### src/rtl/sram_bus_arbiter.sv
// sram_bus_arbiter
// Lets the fetch requester and the data requester share one SRAM-like bus,
// one transaction at a time. Data wins ties unless fetch has already waited
// through MAX_DATA_STREAK back-to-back data grants.
//
// Handshake (identical on both requester ports and on the bus side):
//   req      : the requester holds req and its request fields stable until it
//              sees addr_ok in the same cycle.
//   addr_ok  : the request was accepted in this cycle. Once accepted, the
//              requester may change or drop its inputs freely.
//   data_ok  : a one-cycle pulse that completes the accepted request. rdata is
//              meaningful only while data_ok is high. Writes also get data_ok.
module sram_bus_arbiter #(
  parameter int MAX_DATA_STREAK = 4
) (
  input  logic        clk,
  input  logic        reset,

  input  logic        inst_req,
  input  logic        inst_wr,
  input  logic [1:0]  inst_size,
  input  logic [31:0] inst_addr,
  input  logic [3:0]  inst_wstrb,
  input  logic [31:0] inst_wdata,
  output logic        inst_addr_ok,
  output logic        inst_data_ok,
  output logic [31:0] inst_rdata,

  input  logic        data_req,
  input  logic        data_wr,
  input  logic [1:0]  data_size,
  input  logic [31:0] data_addr,
  input  logic [3:0]  data_wstrb,
  input  logic [31:0] data_wdata,
  output logic        data_addr_ok,
  output logic        data_data_ok,
  output logic [31:0] data_rdata,

  output logic        sram_req,
  output logic        sram_wr,
  output logic [1:0]  sram_size,
  output logic [31:0] sram_addr,
  output logic [3:0]  sram_wstrb,
  output logic [31:0] sram_wdata,
  input  logic        sram_addr_ok,
  input  logic        sram_data_ok,
  input  logic [31:0] sram_rdata,

  output logic        arb_busy,
  output logic [1:0]  dbg_state,
  output logic [$clog2(MAX_DATA_STREAK+1)-1:0] dbg_streak
);

  localparam int SW = $clog2(MAX_DATA_STREAK + 1);
  localparam logic [SW-1:0] STREAK_MAX = SW'(MAX_DATA_STREAK);
  localparam logic [SW-1:0] STREAK_ONE = SW'(1);

  // IDLE: arbitrate. REQ: present the latched request to the bus.
  // RESP: wait for the bus response and steer it to the owner.
  typedef enum logic [1:0] {
    IDLE = 2'd0,
    REQ  = 2'd1,
    RESP = 2'd2
  } state_t;

  // Owner encoding: 0 = fetch side, 1 = data side.
  localparam logic OWNER_INST = 1'b0;
  localparam logic OWNER_DATA = 1'b1;

  state_t        state_q;
  state_t        state_d;
  logic          owner_q;
  logic [SW-1:0] streak_q;

  logic          lat_wr_q;
  logic [1:0]    lat_size_q;
  logic [31:0]   lat_addr_q;
  logic [3:0]    lat_wstrb_q;
  logic [31:0]   lat_wdata_q;

  logic          grant_data;
  logic          grant_inst;
  logic          resp_done;

  // Grant, handshake and completion decode; reset masks every strobe.
  always_comb begin
    grant_data   = 1'b0;
    grant_inst   = 1'b0;
    resp_done    = 1'b0;
    inst_addr_ok = 1'b0;
    data_addr_ok = 1'b0;
    inst_data_ok = 1'b0;
    data_data_ok = 1'b0;
    sram_req     = 1'b0;

    if (!reset) begin
      if (state_q == IDLE) begin
        // Data goes first unless fetch has been passed over too many times.
        grant_data = data_req && !(inst_req && (streak_q == STREAK_MAX));
        grant_inst = inst_req && !grant_data;
      end
      inst_addr_ok = grant_inst;
      data_addr_ok = grant_data;

      sram_req = (state_q == REQ);

      // A response outside RESP has no transaction to belong to.
      resp_done    = (state_q == RESP) && sram_data_ok;
      inst_data_ok = resp_done && (owner_q == OWNER_INST);
      data_data_ok = resp_done && (owner_q == OWNER_DATA);
    end
  end

  // Next-state logic for the three-phase transaction.
  always_comb begin
    state_d = state_q;
    case (state_q)
      IDLE: begin
        if (grant_data || grant_inst) begin
          state_d = REQ;
        end
      end
      REQ: begin
        if (sram_addr_ok) begin
          state_d = RESP;
        end
      end
      RESP: begin
        // Returning to IDLE here means the next grant is one cycle later.
        if (sram_data_ok) begin
          state_d = IDLE;
        end
      end
      default: begin
        state_d = IDLE;
      end
    endcase
  end

  // State register; reset abandons any transaction in flight.
  always_ff @(posedge clk or posedge reset) begin
    if (reset) begin
      state_q <= IDLE;
    end else begin
      state_q <= state_d;
    end
  end

  // Capture the winner's request so the bus never sees live inputs.
  always_ff @(posedge clk or posedge reset) begin
    if (reset) begin
      owner_q     <= OWNER_INST;
      lat_wr_q    <= 1'b0;
      lat_size_q  <= 2'd0;
      lat_addr_q  <= 32'd0;
      lat_wstrb_q <= 4'd0;
      lat_wdata_q <= 32'd0;
    end else if (grant_data) begin
      owner_q     <= OWNER_DATA;
      lat_wr_q    <= data_wr;
      lat_size_q  <= data_size;
      lat_addr_q  <= data_addr;
      lat_wstrb_q <= data_wstrb;
      lat_wdata_q <= data_wdata;
    end else if (grant_inst) begin
      owner_q     <= OWNER_INST;
      lat_wr_q    <= inst_wr;
      lat_size_q  <= inst_size;
      lat_addr_q  <= inst_addr;
      lat_wstrb_q <= inst_wstrb;
      lat_wdata_q <= inst_wdata;
    end
  end

  // Count data grants that bypassed a waiting fetch; any other grant clears it.
  always_ff @(posedge clk or posedge reset) begin
    if (reset) begin
      streak_q <= '0;
    end else if (grant_data) begin
      if (!inst_req) begin
        streak_q <= '0;
      end else if (streak_q != STREAK_MAX) begin
        streak_q <= streak_q + STREAK_ONE;
      end
    end else if (grant_inst) begin
      streak_q <= '0;
    end
  end

  assign sram_wr    = lat_wr_q;
  assign sram_size  = lat_size_q;
  assign sram_addr  = lat_addr_q;
  assign sram_wstrb = lat_wstrb_q;
  assign sram_wdata = lat_wdata_q;

  // Read data is shared; only the owner's data_ok makes it meaningful.
  assign inst_rdata = sram_rdata;
  assign data_rdata = sram_rdata;

  assign arb_busy   = (state_q != IDLE);
  assign dbg_state  = state_q;
  assign dbg_streak = streak_q;

endmodule

### config.mk
export PLATFORM = sky130hd
export DESIGN_NAME = sram_bus_arbiter
export DESIGN_NICKNAME = d
export VERILOG_FILES = /design/src/rtl/sram_bus_arbiter.sv
export SDC_FILE = /design/constraint.sdc
export NUM_CORES = 1
export LEC_CHECK = 0
export ABC_AREA = 1
export CELL_PAD_IN_SITES_DETAIL_PLACEMENT = 2
export CELL_PAD_IN_SITES_GLOBAL_PLACEMENT = 2
export CORE_MARGIN = 5
export CORE_UTILIZATION = 33
export CTS_BUF_LIST = sky130_fd_sc_hd__clkbuf_4
export DETAILED_ROUTE_END_ITERATION = 8
export DONT_BUFFER_PORTS = 1
export PLACE_DENSITY_LB_ADDON = 0.08
export SYNTH_ARGS = -nofsm -noshare
export SYNTH_HDL_FRONTEND = slang
export SYNTH_SLANG_ARGS = --single-unit
export TNS_END_PERCENT = 5
### constraint.sdc
create_clock -name clk -period 5.33 [get_ports clk]
set_input_delay 1.599 -clock clk [delete_from_list [all_inputs] [get_ports clk]]
set_output_delay 1.599 -clock clk [all_outputs]
set_load 0.02 [all_outputs]
==> results of run 1 <==
[per-layer routing]
metal  vias up  global-route usage [%]
met5         -                       0
met4         0                   9.630
met3        48                   6.943
met2       158                   32.28
met1      1717                   21.82
li1       1588                       -
[worst min-delay path by stage]
| stage | start | endpoint | slack, ps |
|---|---|---|---|
| 2_1_floorplan | owner_q | owner_q | 530 |
| 3_3_place_gp | owner_q | owner_q | 590 |
| 3_5_place_dp | owner_q | owner_q | 590 |
| 4_1_cts | owner_q | owner_q | 620 |
| 5_1_grt | owner_q | owner_q | 660 |
| 6_report | owner_q | owner_q | 610 |
[power by group]
| group | leakage [nW] | switching, mW | internal, mW |
|---|---|---|---|
| combinational | 0.954 | 0.425 | 0.210 |
| clock | 0.0641 | 0.213 | 0.0889 |
| sequential | 0.963 | 0.558 | 0.841 |
[final cells by class]
class	count	area share (%)
inverters	24	2.266
flip-flops and latches	77	47.17
well taps	176	5.390
clock inverters	7	0.7963
repair buffers	8	1.776
diodes	1	0.06126
clock buffers	9	1.654
multi-input cells	347	40.89
[through the flow]
stage | std cells | worst slack, ps | cell area (um2) | hold WS [ps] | util, %
2_1_floorplan | 553 | 154.4 | 4413 | 529.9 | -
3_3_place_gp | 632 | 1243 | 3983 | 592.0 | 30.19
3_5_place_dp | 632 | 1230 | 3983 | 594.9 | 30.19
4_1_cts | 648 | 1221 | 4083 | 618.5 | 30.95
5_1_grt | 649 | 1138 | 4085 | 658.3 | 30.97
6_report | 649 | 1290 | 4085 | 607.9 | 30.97
[cell usage in the layout, fill, tap and decap left out, drive strengths merged]
cell,instances
inv,24
nand4,18
o21ai,3
buf,8
nor2,7
clkinv,7
clkbuf,9
nand2,145
ha,2
xor2,1
nand3,170
a21oi,1
dfrtp,77
diode,1
[critical path, cell delays in order]
cell	delay, ps
sky130_fd_sc_hd__inv_4	310
sky130_fd_sc_hd__nand4_1	180
sky130_fd_sc_hd__nor2_1	340
[flip-flops by register name (all words and copies together) (netlist names)]
name	count
owner_q	1
sram_size	2
sram_wstrb	4
dbg_streak	3
dbg_state	2
sram_addr	32
sram_wr	1
sram_wdata	32
[cell families after synthesis]
logic type,after synthesis,synth area share [%]
buffers and inverters,129,18.66
xor gates and xnor gates,1,0.1985
adders and majority gates,2,0.5670
AOI/OAI and AO/OA,4,0.4534
DFF,77,43.66
and+or+nand+nor,340,36.46
==> flow_summary.toml, run 1 <==
[worst_setup_path]
timing.critical_path.from = "reset"
crit_path_max_fanout = 34
crit_path_end = "inst_data_ok"
r2r_slack_ps = 2390
worstSetupEndpointType = "output pin"
worst_ep_arrival_time_ps = 2440
required_ps = 3730
worstSetupPathType = "in -> out"
worst-r2r-cell-count = 9
worstReg2RegEnd = "dbg_streak[0]"
critical_path.startpoint_type = "input pin"
reg2reg_from = "dbg_state[1]"

[placement]
io_buffer_count = 0
rd_place_congestion = 0.7524
dp_hpwl_um = 10840

[logic_synthesis]
ys.flop_type = "sky130_fd_sc_hd__dfrtp_1"
mappedNetlistArea_mm2 = 0.004413
post_synthesis_async_set_or_reset_flop_share_pct = 100.0
yosysWarnings = 0
ys_types = 19
synth_nets = 735
netlist_instances = 553
synth_most_common_cell = "sky130_fd_sc_hd__nand3_1"
synth_enable_flop_cells = 0
synthesis.area_per_instance_um2 = 7.980
synth-seq-cells = 77
synth.cells.most_frequent = "sky130_fd_sc_hd__nand3_1 (159), sky130_fd_sc_hd__nand2_1 (145), sky130_fd_sc_hd__dfrtp_1 (77)"
synth_top_area_share_pct = 43.66
netlist_top_cells_area = "sky130_fd_sc_hd__dfrtp_1 (44%), sky130_fd_sc_hd__nand3_1 (18%), sky130_fd_sc_hd__nand2_1 (12%)"
synth_largest_area_cell = "sky130_fd_sc_hd__dfrtp_1"
fraction_of_the_yosys_area_taken_by_sequential_cells_pct = 43.66

[power_and_ir_drop]
power-per-cell-area_mw_per_mm2 = 571.9
irDropWorstVdd_mv = 0.1465
static-leakage-power_nw = 1.981
fin_total_pwr_mw = 2.336

[floorplan]
die-height_um = 125.6
design.die.area_mm2 = 0.01579
floorplan.rows = 42
floorplan.die.width_um = 125.6
io_pins = 326
coreArea_mm2 = 0.01319
initial_core_util_pct = 33.46

[clock_network]
cts_buffers = 9
ctsHoldBuffers = 0
worstSkewPairLatency_ps = 440
tritoncts = "yes"
clock_tree.buffer_depth = 2
post_cts.resized_instances = 0
cts_root_buf = "sky130_fd_sc_hd__clkbuf_4"
clock-sinks = 77
path_clk_slew_ps = 130
clock_tree.htree_level_count = 3
cts.repair_timing.setup_buffer_count = 0

[sta]
fin_setup_tns_ps = 0
max_slew.worst_pin.slew_ps = 1136
final.period_utilization_pct = 75.80
finalHoldViolations = 0
maxSlewViolCount = 0
max_freq_mhz = 247.5
skew_final_ps = 11.92
worst_slew_margin_rel_pct = 24.28
grt_setup_unrepaired = "no"
report.final.setup_viol = 0
final_period_minus_worst_setup_slack_ps = 4040

[finish]
layout-area-overhead-vs-synth_pct = -7.428
post_route_cells_drive_above_1_share_pct = 8.263
register_area_mm2 = 0.001927
nets = 649
multi_input_comb_area_mm2 = 0.001670
filler_cell_count = 1548

[hold_path]
timing.hold.worst_path_depth = 2
min-delay-path-class = "reg -> reg"

[route]
routed_via_density = 5.410
ant_nets = 0
drtPass1Iterations = 4
detail_route.drc_violations = 0
detail_route.wl_per_cell_um = 23.79
num_vias = 3511
drt-met1-wl_um = 5851
dr.max_layer_used = "met4"
dr_wl_met2_um = 7655
totalWireLength_um = 15440
dr.first_iter.drc_count = 186
dr_wl_met3_um = 1357

[grt]
grt_start_max_net_pins = 76
track_usage_pct = 19.31
via_count_of_the_first_global_routing_pass = 3875
grt_first_pass_wirelength_um = 23760
antenna_violations_before_repair = 1
grt-ovfl-total = 0

[outcome]
outcome = "finished clean"

[run]
drv.max_cap_violation_count = 0
No activity file was read; power rests on OpenSTA's default activity.
==> run 2, diff against run 1 <==
--- a/config.mk
+++ b/config.mk
@@ -9,7 +9,7 @@
 export CELL_PAD_IN_SITES_DETAIL_PLACEMENT = 2
 export CELL_PAD_IN_SITES_GLOBAL_PLACEMENT = 2
 export CORE_MARGIN = 5
-export CORE_UTILIZATION = 33
+export CORE_UTILIZATION = 30
 export CTS_BUF_LIST = sky130_fd_sc_hd__clkbuf_4
 export DETAILED_ROUTE_END_ITERATION = 8
 export DONT_BUFFER_PORTS = 1
==> constraint.sdc (replaced) <==
create_clock -name clk -period 3.7 [get_ports clk]
set_input_delay 1.11 -clock clk [delete_from_list [all_inputs] [get_ports clk]]
set_output_delay 1.11 -clock clk [all_outputs]
set_load 0.02 [all_outputs]
==> flow_summary.toml, run 2 (same netlist as run 1, synthesis figures left out) <==
[outcome]
outcome = "finished clean"

[hold_path]
holdCritStartpoint = "owner_q"
min-delay-path-class = "reg -> reg"
timing.hold.worst_path_depth = 2
holdPathEnd = "owner_q"

[sta]
grt_setup_unrepaired = "no"
min_hold_slack_ps = 575.5
max_freq_mhz = 329.7
finalHoldViolations = 0
maxSlewViolCount = 0
worst_slew_margin_rel_pct = 43.67
final.period_utilization_pct = 81.97
final_period_minus_worst_setup_slack_ps = 3033
report.final.setup_viol = 0
fin_setup_tns_ps = 0
skew_final_ps = 12.13
max_slew.worst_pin.slew_ps = 844.9

[placement]
dp_hpwl_um = 10910
placed_cells_incl_taps = 643
placement.cell_area_mm2 = 0.004003
rd_place_congestion = 0.7087
io_buffer_count = 0

[clock_network]
cts_buffers = 9
ctsHoldBuffers = 0
clock_tree.buffer_depth = 2
tritoncts = "yes"
path_clk_slew_ps = 120
worstSkewPairLatency_ps = 430
post_cts.resized_instances = 0
clock_tree.htree_level_count = 3
clock-sinks = 77
cts_root_buf = "sky130_fd_sc_hd__clkbuf_4"
cts.repair_timing.setup_buffer_count = 0

[floorplan]
die-height_um = 131.3
initial_core_util_pct = 30.48
floorplan.rows = 44
design.die.area_mm2 = 0.01724
floorplan.die.width_um = 131.3
io_pins = 326
coreArea_mm2 = 0.01448

[power_and_ir_drop]
static-leakage-power_nw = 1.990
irDropWorstVdd_mv = 0.1904
power-per-cell-area_mw_per_mm2 = 824.4

[worst_setup_path]
worst-r2r-cell-count = 8
crit_chain = "nor2_2 -> nand3_2 -> a21oi_1 -> buf_4"
cpMaxStageDelayCell = "sky130_fd_sc_hd__dfrtp_1"
worst_ep_arrival_time_ps = 1920
critical_path.startpoint_type = "flip-flop"
worstReg2RegEnd = "sram_addr[28]"
reg2reg_from = "dbg_state[1]"
crit_path_max_fanout = 10
worstSetupPathType = "reg -> out"
slowest_delay_ps = 530
required_ps = 2590
worstSetupEndpointType = "output pin"
r2r_slack_ps = 980

[grt]
grt_first_pass_wirelength_um = 24130
track_usage_pct = 17.61
grt_start_max_net_pins = 76
grt-ovfl-total = 0
antenna_violations_before_repair = 1
via_count_of_the_first_global_routing_pass = 3867

[route]
routed_via_density = 5.363
detail_route.wl_per_cell_um = 23.43
dr.first_iter.drc_count = 122
detail_route.drc_violations = 0
num_vias = 3534
drtPass1Iterations = 4
ant_nets = 0
totalWireLength_um = 15440

[finish]
nets = 652
layout-area-overhead-vs-synth_pct = -6.890
leading_cell_types_in_the_layout_fill_and_taps_excluded = "sky130_fd_sc_hd__nand3_1 (159), sky130_fd_sc_hd__nand2_1 (144), sky130_fd_sc_hd__dfrtp_1 (77)"
post_route_cells_drive_above_1_share_pct = 8.861
postLayoutCellArea_mm2 = 0.004109
final_non_filler_cells = 659
final_common_cell = "sky130_fd_sc_hd__nand3_1"

[run]
drv.max_cap_violation_count = 0
## run 2: cell types whose count changed in the layout (fill, tap and decap cells not counted), sizes merged
cell,change
clkbuf,+3
buf,+3
clkinv,-4
## run 2: power by group
group	switching (mW)	total [mW]	internal, mW
clock	0.304	0.458	0.154
sequential	0.801	2.01	1.21
combinational	0.614	0.916	0.303
## run 2: how the worst max path moves through the flow
stage | start | to | cells after the start
detailed placement | reset | dbg_streak[2] | 8
CTS | dbg_state[1] | inst_addr_ok | 4
finish | dbg_state[1] | inst_addr_ok | 4
global placement | reset | sram_wdata[31] | 8
global route | dbg_state[1] | inst_addr_ok | 4
floorplan | reset | data_data_ok | 5
## run 2: final cells by class
type | count | area [um2]
diodes | 1 | 2.502
clock buffers | 12 | 90.09
clock inverters | 3 | 13.76
fillers | 1663 | 10370
inverters | 24 | 92.59
multi-input cells | 347 | 1670
flip-flops and latches | 77 | 1927
well taps | 184 | 230.2
repair buffers | 11 | 82.58
## run 2: critical path, delay by kind of cell (launching register included)
kind            cells  cell delay [ps]
flops               1              530
buf+inv             1              160
compound gates      1              160
simple gates        2              650
## run 2: per-layer routing
layer / part of all wire [%] / track usage, % / vias to the layer above / wire length, um
li1: - / - / 1596 / -
met1: 40 / 20.95 / 1748 / 6201
met2: 50 / 29.46 / 150 / 7693
met3: 7.5 / 5.696 / 40 / 1156
met4: 2.5 / 7.086 / 0 / 391
met5: 0 / 0 / - / 0
## run 2: stage by stage
step                util [%]  power [mW]  worst slack, ps
global route           28.38       3.663            475.0
detailed placement     27.64       3.015            858.1
CTS                    28.36       3.481            596.2
finish                 28.38       3.387            667.1
floorplan                  -       2.767            169.1
global placement       27.64       2.961            882.6
